<file path="config.mk">
export PLATFORM = sky130hd
export DESIGN_NAME = ram_responder
export DESIGN_NICKNAME = d
export VERILOG_FILES = /design/src/rtl/mcu_pkg.sv /design/src/rtl/ram_array.sv /design/src/rtl/ram_responder.sv
export SDC_FILE = /design/constraint.sdc
export NUM_CORES = 2
export LEC_CHECK = 0
export CAP_MARGIN = 5
export CORE_ASPECT_RATIO = 1.1
export CORE_MARGIN = 2
export CORE_UTILIZATION = 60
export DETAILED_ROUTE_END_ITERATION = 10
export PLACE_DENSITY = 0.76
export SYNTH_ARGS = -nofsm -noshare
export SYNTH_HDL_FRONTEND = slang
export SYNTH_HIERARCHICAL = 1
export SYNTH_SLANG_ARGS = --single-unit
</file>
<file path="constraint.sdc">
create_clock -name clk -period 5.5 [get_ports clk]
set_clock_uncertainty 0.1 [all_clocks]
set_input_delay 0.55 -clock clk [delete_from_list [all_inputs] [get_ports clk]]
set_output_delay 0.55 -clock clk [all_outputs]
set_load 0.05 [all_outputs]
</file>
<file path="src/rtl/mcu_pkg.sv">
// Shared definitions for the control unit and its memory-side responder:
// FSM encoding, default bus widths and request opcodes.
package mcu_pkg;

   localparam int unsigned DEF_ADDR_WIDTH = 8;
   localparam int unsigned DEF_DATA_WIDTH = 8;

   localparam logic OP_READ  = 1'b0;
   localparam logic OP_WRITE = 1'b1;

   typedef enum logic [1:0] {
      ST_IDLE = 2'd0,
      ST_WAIT = 2'd1,
      ST_DONE = 2'd2
   } state_e;

endpackage

</file>
<file path="src/rtl/ram_array.sv">
// Synchronous single-port RAM with registered read data. Accesses beyond
// DEPTH are ignored for writes and return zero for reads.
module ram_array
   import mcu_pkg::*;
#(
   parameter int unsigned ADDR_WIDTH = DEF_ADDR_WIDTH,
   parameter int unsigned DATA_WIDTH = DEF_DATA_WIDTH,
   parameter int unsigned DEPTH      = 256
) (
   input  logic                  clk,
   input  logic                  rst_n,
   input  logic                  we,
   input  logic                  re,
   input  logic [ADDR_WIDTH-1:0] addr,
   input  logic [DATA_WIDTH-1:0] din,
   output logic [DATA_WIDTH-1:0] dout
);

   localparam int unsigned         IW    = (DEPTH > 1) ? $clog2(DEPTH) : 1;
   localparam logic [ADDR_WIDTH:0] LIMIT = (ADDR_WIDTH + 1)'(DEPTH);

   logic [DATA_WIDTH-1:0] mem_q [DEPTH];
   logic [DATA_WIDTH-1:0] dout_d, dout_q;
   logic                  in_range;
   logic [IW-1:0]         idx;

   assign in_range = ({1'b0, addr} < LIMIT);
   assign idx      = addr[IW-1:0];

   always_ff @(posedge clk) begin
      if (we && in_range) begin
         mem_q[idx] <= din;
      end
   end

   always_comb begin
      dout_d = dout_q;
      if (re) begin
         dout_d = in_range ? mem_q[idx] : '0;
      end
   end

   always_ff @(posedge clk or negedge rst_n) begin
      if (!rst_n) begin
         dout_q <= '0;
      end else begin
         dout_q <= dout_d;
      end
   end

   assign dout = dout_q;

endmodule

</file>
<file path="src/rtl/ram_responder.sv">
// Memory-side responder: accepts held read/write requests, inserts
// WAIT_STATES wait cycles, then pulses ready (and err for illegal requests).
module ram_responder
   import mcu_pkg::*;
#(
   parameter int unsigned ADDR_WIDTH  = DEF_ADDR_WIDTH,
   parameter int unsigned DATA_WIDTH  = DEF_DATA_WIDTH,
   parameter int unsigned DEPTH       = 256,
   parameter int unsigned WAIT_STATES = 1
) (
   input  logic                  clk,
   input  logic                  reset,
   input  logic                  ram_read_enable,
   input  logic                  ram_write_enable,
   input  logic [ADDR_WIDTH-1:0] addr,
   input  logic [DATA_WIDTH-1:0] wdata,
   output logic [DATA_WIDTH-1:0] rdata,
   output logic                  ready,
   output logic                  err,
   output logic                  busy
);

   localparam logic [3:0]          WS_LOAD = 4'(WAIT_STATES);
   localparam logic [ADDR_WIDTH:0] LIMIT   = (ADDR_WIDTH + 1)'(DEPTH);

   state_e                state_d, state_q;
   logic [3:0]            cnt_d, cnt_q;
   logic                  op_d, op_q;
   logic                  illegal_d, illegal_q;
   logic [ADDR_WIDTH-1:0] addr_d, addr_q;
   logic [DATA_WIDTH-1:0] wdata_d, wdata_q;
   logic                  mem_go, op_en, addr_ok;

   assign op_en   = (op_q == OP_WRITE) ? ram_write_enable : ram_read_enable;
   assign addr_ok = ({1'b0, addr_q} < LIMIT);

   always_comb begin
      state_d   = state_q;
      cnt_d     = cnt_q;
      op_d      = op_q;
      illegal_d = illegal_q;
      addr_d    = addr_q;
      wdata_d   = wdata_q;
      mem_go    = 1'b0;
      unique case (state_q)
         ST_IDLE: begin
            if (ram_read_enable ^ ram_write_enable) begin
               op_d      = ram_write_enable ? OP_WRITE : OP_READ;
               addr_d    = addr;
               wdata_d   = wdata;
               illegal_d = 1'b0;
               cnt_d     = WS_LOAD;
               if (WAIT_STATES == 0) begin
                  state_d = ST_DONE;
                  mem_go  = 1'b1;
               end else begin
                  state_d = ST_WAIT;
               end
            end else if (ram_read_enable && ram_write_enable) begin
               illegal_d = 1'b1;
               state_d   = ST_DONE;
            end
         end
         ST_WAIT: begin
            if (!op_en) begin
               state_d = ST_IDLE;
               cnt_d   = '0;
            end else begin
               cnt_d = cnt_q - 4'd1;
               if (cnt_q == 4'd1) begin
                  state_d = ST_DONE;
                  mem_go  = 1'b1;
               end
            end
         end
         ST_DONE: state_d = ST_IDLE;
         default: state_d = ST_IDLE;
      endcase
   end

   always_ff @(posedge clk or negedge reset) begin
      if (!reset) begin
         state_q   <= ST_IDLE;
         cnt_q     <= '0;
         op_q      <= OP_READ;
         illegal_q <= 1'b0;
         addr_q    <= '0;
         wdata_q   <= '0;
      end else begin
         state_q   <= state_d;
         cnt_q     <= cnt_d;
         op_q      <= op_d;
         illegal_q <= illegal_d;
         addr_q    <= addr_d;
         wdata_q   <= wdata_d;
      end
   end

   // The RAM is accessed on the edge entering DONE so read data is already
   // registered while ready is high; next-state operands cover WAIT_STATES=0.
   ram_array #(
      .ADDR_WIDTH(ADDR_WIDTH),
      .DATA_WIDTH(DATA_WIDTH),
      .DEPTH     (DEPTH)
   ) u_ram (
      .clk  (clk),
      .rst_n(reset),
      .we   (mem_go && (op_d == OP_WRITE)),
      .re   (mem_go && (op_d == OP_READ)),
      .addr (addr_d),
      .din  (wdata_d),
      .dout (rdata)
   );

   assign ready = (state_q == ST_DONE);
   assign err   = (state_q == ST_DONE) && (illegal_q || !addr_ok);
   assign busy  = (state_q != ST_IDLE);

endmodule

</file>
== Yosys cells after proc, flatten, opt, wreduce, memory -nomap -nowiden ==
Memories as Yosys holds them, arrays and structs flattened. A register that Yosys moved wholly into a read port is not among the register bits.
Index checks and enable logic that the tools add are counted.

* Bits in latches: 0
* Logic and storage cells: 51
* Memory bits (read-only): 0
* RAM bits: 2048
* Memories kept: 1
* Flip-flop bits (word level): 24

{| class="wikitable"
|+ Memory list
! memory !! words !! width !! read ports !! clocked after Yosys merged registers in !! write ports !! RTL line !! text
|-
| u_ram.mem_q || 256 || 8 || 1 || 1 || 1 || ram_array.sv:22 || <nowiki>logic [DATA_WIDTH-1:0] mem_q [DEPTH];</nowiki>
|}

* Equality and inequality tests: 6
* Muxes and demuxes: 23
* Shift operators: 0
* $add $sub $neg: 1
* Order comparisons: 0
* Divide/modulo/power cells: 0
* Multipliers: 0
* Bitwise gates (word level): 2
* Reduce and logical (&&, ||, !) cells: 12

{| class="wikitable"
|+ Operators with widths
! kind !! count
|-
| 8-bit two-way mux || 4
|-
| 1-bit two-way mux || 11
|-
| 2-bit two-way mux || 4
|-
| 4-bit two-way mux || 2
|-
| 4-bit case mux with 2 select lines || 1
|-
| 3-bit inequality test, second input constant || 2
|-
| 2-bit AND reduction || 3
|-
| 2-bit nonzero test || 3
|-
| 4-bit by 1-bit equality test with 1-bit output, second input constant || 1
|-
| 1-bit logical AND || 4
|-
| 2-bit case mux with 2 select lines || 1
|-
| 4-bit by 1-bit subtractor with 4-bit output, second input constant || 1
|-
| 2-bit by 1-bit equality test with 1-bit output, second input constant || 1
|-
| 2-bit equality test, second input constant || 1
|-
| 2-bit logical NOT || 1
|-
| 2-bit inequality test, second input constant || 1
|-
| 1-bit logical NOT || 1
|-
| 1-bit inverter || 1
|-
| 1-bit XOR || 1
|}

== Depth between registers and ports, before layout ==
* Word-level depth: 7
* Mapped depth: 17

== By module ==
Netlist, hierarchy kept.

{| class="wikitable"
|+ By module, submodules not included
! module !! sequential area each (um2) !! area an instance (um2) !! instances !! cells an instance
|-
| ram_array || 61699.2 || 79532.5 || 1 || 3591
|-
| ram_responder || 600.6 || 1049.8 || 1 || 79
|}

== Worst setup path after synthesis ==
Ideal clock, no wire load.

* Path type: input port to flip-flop
* Start point: input port ram_read_enable
* End point: memory u_ram/mem_q[144][0] in the netlist's numbering (enable)
* Stages: 15
* Library setup time: 0.370 ns
* Data arrival time: 3.920 ns
* Data required time: 5.030 ns
* Setup slack: 1.109 ns
* Cells stage by stage: inv_1 ha_1 nor3b_4 buf_6 mux2_2 buf_6 buf_6 buf_6 buf_4 buf_6 buf_2 or2_2 clkbuf_1 or2_2 nor2_1

* Elaborated cells between the ends (all ways): 11
* Those cells by class: mux (9); bitwise (1); reduce/logical (1)

{| class="wikitable"
|+ RTL lines
! item !! RTL line !! text
|-
| from (decl) || ram_responder.sv:13 || <nowiki>input logic ram_read_enable,</nowiki>
|-
| 1-bit XOR || ram_responder.sv:47 || <nowiki>if (ram_read_enable ^ ram_write_enable) begin</nowiki>
|-
| 8-bit two-way mux || ram_responder.sv:47 ||
|-
| 8-bit two-way mux || ram_responder.sv:45 || <nowiki>unique case (state_q)</nowiki>
|-
| via addr_d[0] || ram_responder.sv:30 || <nowiki>logic [ADDR_WIDTH-1:0] addr_d, addr_q;</nowiki>
|-
| to (decl) || ram_array.sv:22 ||
|}

The timed path passes the listed nets, and every way through them passes these cells.

== Worst setup path after layout ==
* Start point: input port ram_write_enable
* End point: register u_ram.dout_q[0] (netlist: u_ram/dout[0]) (read register of u_ram.mem_q)

* Elaborated cells between the ends (all ways): 11
* Those cells by class: mux (8); bitwise (2); reduce/logical (1)

{| class="wikitable"
|+ RTL lines
! item !! RTL line !! text
|-
| from (decl) || ram_responder.sv:14 || <nowiki>input logic ram_write_enable,</nowiki>
|-
| 1-bit XOR || ram_responder.sv:47 ||
|-
| 8-bit two-way mux || ram_responder.sv:47 ||
|-
| 8-bit two-way mux || ram_responder.sv:45 ||
|-
| via addr_d[0] || ram_responder.sv:30 ||
|-
| to (decl) || ram_array.sv:23 || <nowiki>logic [DATA_WIDTH-1:0] dout_d, dout_q;</nowiki>
|}

The timed path passes the listed nets, and every way through them passes these cells.
A chain may end at the register's enable or synchronous reset.

==> impl_metrics.toml <==
[sta]
slew_violations = 0
hold_violations = 0
final.setup.worst_slack_ns = 0.729
period_minus_slack_ns = 4.77
relSlewSlack_pct = 17.9
rsz0062_at_grt = "no"
timing.fmax_mhz = 210
fin_setup_tns_ns = 0
tightest_slew_ns = 1.23
finalCritPeriodShare_pct = 86.8
setup-violations-final = 0

[placed_design]
dp_hpwl_mm = 123
place.gp.congestion = 0.921
dp_slack_ns = -0.0217
dp.cells = 5676
io_buffer_count = 30

[cts]
clockBufferDepth = 3
htree_num_levels = 4
cts_setup_buffers = 0
cts-buffers-inserted = 188
clock_sinks = 2080
clk_latency_ns = 0.81
cts_tree = "yes"
cts_hold_buf = 1
postCtsResizedCells = 0
root_buffer = "clkbuf_16"
path_clk_slew_ns = 0.06

[final_layout]
ff_latch_area_um2 = 62300
synthToLayoutAreaGrowth_pct = 13.4
layout_commonest_cell = "edfxtp_1"
multi_input_comb_area_um2 = 17200
drive_gt1_share_pct = 29.0
nNetsFinal = 4103
final_cell_mix = "2048 x edfxtp_1, 534 x mux4_2, 374 x buf_4"
nFillCells = 7999
instances_no_fill = 6019

[yosys]
synth_nets = 3693
synthSimpleGateAreaFrac_pct = 2.67
ys_ff_latch = 2080
syn-cell-area_um2 = 80600
synth_cell_types = 57
synth_mux_area_share_pct = 16.3
synth_top_family_by_area = "multiplexers"
syn_inst = 3670
synth-edff-count = 2048
async_reset_ff_share_pct = 1.54
ys_seq_area_share_pct = 77.3
synth_ff_type = "edfxtp_1"
synth_compound_area_share_pct = 2.14
yosysWarnings = 6
synth_xor_area_share_pct = 0.0109
syn_avg_cell_area_um2 = 22.0
yosys.area_share.adder_pct = 0.0466

[worst_setup_path]
critPathSlowestCell = "nor4_1"
reg2reg_slack_ns = 0.90
slowest_delay_ns = 0.72
reg2reg_depth = 13
crit_path_cell_trace = "clkdlybuf4s50_1 > inv_1 > ha_1 > nor3b_4 > buf_4 > mux2_8 > buf_12 > buf_12 > buf_4 > mux4_2 > o22a_1 > o221ai_1 > nor3_1 > o22ai_1 > nor4_1 > o22a_1"
startpoint_type = "input port"
critPathTopFamily = "buffers and inverters"
critPathMaxFanout = 22
arrival_ns = 5.42
r2r_start = "state_q[1]"
cp.required_ns = 6.15
critPathKind = "in2reg"
worstSetupEndpointType = "flop"
cp_num_buf_inv = 6
rr_endpoint = "u_ram/dout[0]"

[power]
ir_worst_vdd_mv = 1.21
power-per-cell-area_nw_per_um2 = 552
leakage_nw = 29.0
report.power.total_mw = 50.4

[grt]
grt.overflow.total = 0
grt_pass1_vias = 41000
grt_pass1_wl_mm = 291
antenna_found_initial = 3
grt_usage_pct = 29.8
grt_max_degree = 184

[floorplan]
pin_count = 31
dieArea_um2 = 137000
std_cell_rows = 141
die_h_um = 388
die_w_um = 353
core_area_um2 = 134000
initial_core_util_pct = 60.3

[routing]
ant_nets = 0
via_per_inst = 6.79
drt-initial-drc-count = 6140
drc = 0
first_pass_iters = 6
detail_route.wirelength_mm = 201
vias = 40900
routedWlPerCell_um = 33.4

[worst_hold_path]
hp-class = "in2async"

[outcome]
status = "finished clean"

[run]
drv_cap = 0
==> synthesized netlist by cell type, types with 8 or more instances <==
cell type | n | share of area, %
nand2b_1 | 11 | 0.085
mux2_2 | 21 | 0.29
a21oi_1 | 14 | 0.087
o22ai_1 | 64 | 0.50
dfrtp_1 | 32 | 0.99
mux2i_1 | 85 | 1.1
mux4_2 | 534 | 15
nand2_1 | 58 | 0.27
o22a_1 | 16 | 0.17
a211oi_1 | 13 | 0.12
and2_1 | 9 | 0.070
edfxtp_1 | 2048 | 76
o21ai_0 | 22 | 0.14
a22oi_1 | 53 | 0.49
buf_4 | 35 | 0.33
nand3_1 | 17 | 0.11
nor2b_1 | 32 | 0.25
clkbuf_1 | 77 | 0.36
nor3_1 | 63 | 0.39
nand4_1 | 8 | 0.062
inv_1 | 10 | 0.047
nor2_1 | 246 | 1.1
buf_2 | 63 | 0.39
nor4_1 | 8 | 0.062
buf_1 | 18 | 0.084
o221ai_1 | 16 | 0.17
buf_6 | 23 | 0.32
==> worst max path at each step <==
stage	cells past startpoint	slack, ns	startpoint	endpoint
floorplan	15	1.11	ram_read_enable	u_ram/mem_q[144][0]
global placement	16	0.08	ram_write_enable	u_ram/dout[0]
detailed placement	16	-0.02	ram_write_enable	u_ram/dout[0]
CTS	16	0.81	ram_write_enable	u_ram/dout[0]
global route	16	0.65	ram_write_enable	u_ram/dout[0]
finish	16	0.73	ram_write_enable	u_ram/dout[0]
==> final cells by class <==
class / count / area share [%]
multi-input combinational: 1364 / 18.9
timing repair buffer: 436 / 4.09
antenna: 2 / 0.00548
inverter: 10 / 0.0411
sequential: 2080 / 68.2
clock buffer: 240 / 5.53
tap: 1787 / 2.45
clock inverter: 100 / 0.822
==> power by group <==
| group | internal [mW] | switching (mW) | total (mW) |
|---|---|---|---|
| registers | 20.3 | 0.131 | 20.4 |
| logic | 6.49 | 11.0 | 17.5 |
| clock network | 6.93 | 5.56 | 12.5 |
| total | 33.7 | 16.7 | 50.4 |
==> kinds of logic after synthesis <==
family / after synthesis
buffers and inverters: 226
AND/OR/NAND/NOR: 477
adder cells (fa/ha/maj): 3
multiplexers: 641
AO/OA/AOI/OAI: 242
XOR/XNOR: 1
flip-flops: 2080
==> state kept, by name (all words and copies together), names as in the netlist <==
register / count
cnt_q: 4
illegal_q: 1
op_q: 1
u_ram/dout: 8
wdata_q: 8
u_ram/mem_q: 2048
addr_q: 8
state_q: 2
==> per-stage QoR <==
stage	util, %	hold WS (ns)	area [µm²]
global placement	64.0	0.366	85500
global route	68.3	0.355	91300
detailed placement	64.0	0.368	85500
floorplan	-	0.154	80600
finish	68.3	0.302	91300
CTS	68.3	0.259	91300
==> metal layers <==
metal | part of all wire (%) | global-route usage, % | vias up
met1 | 35 | 40.6 | 21400
met3 | 12 | 6.92 | 501
met4 | 5.2 | 13.6 | 2
met2 | 48 | 46.7 | 2803
li1 | - | - | 16200
met5 | 0.0050 | 0 | -
(Power assumes the default switching activity.)
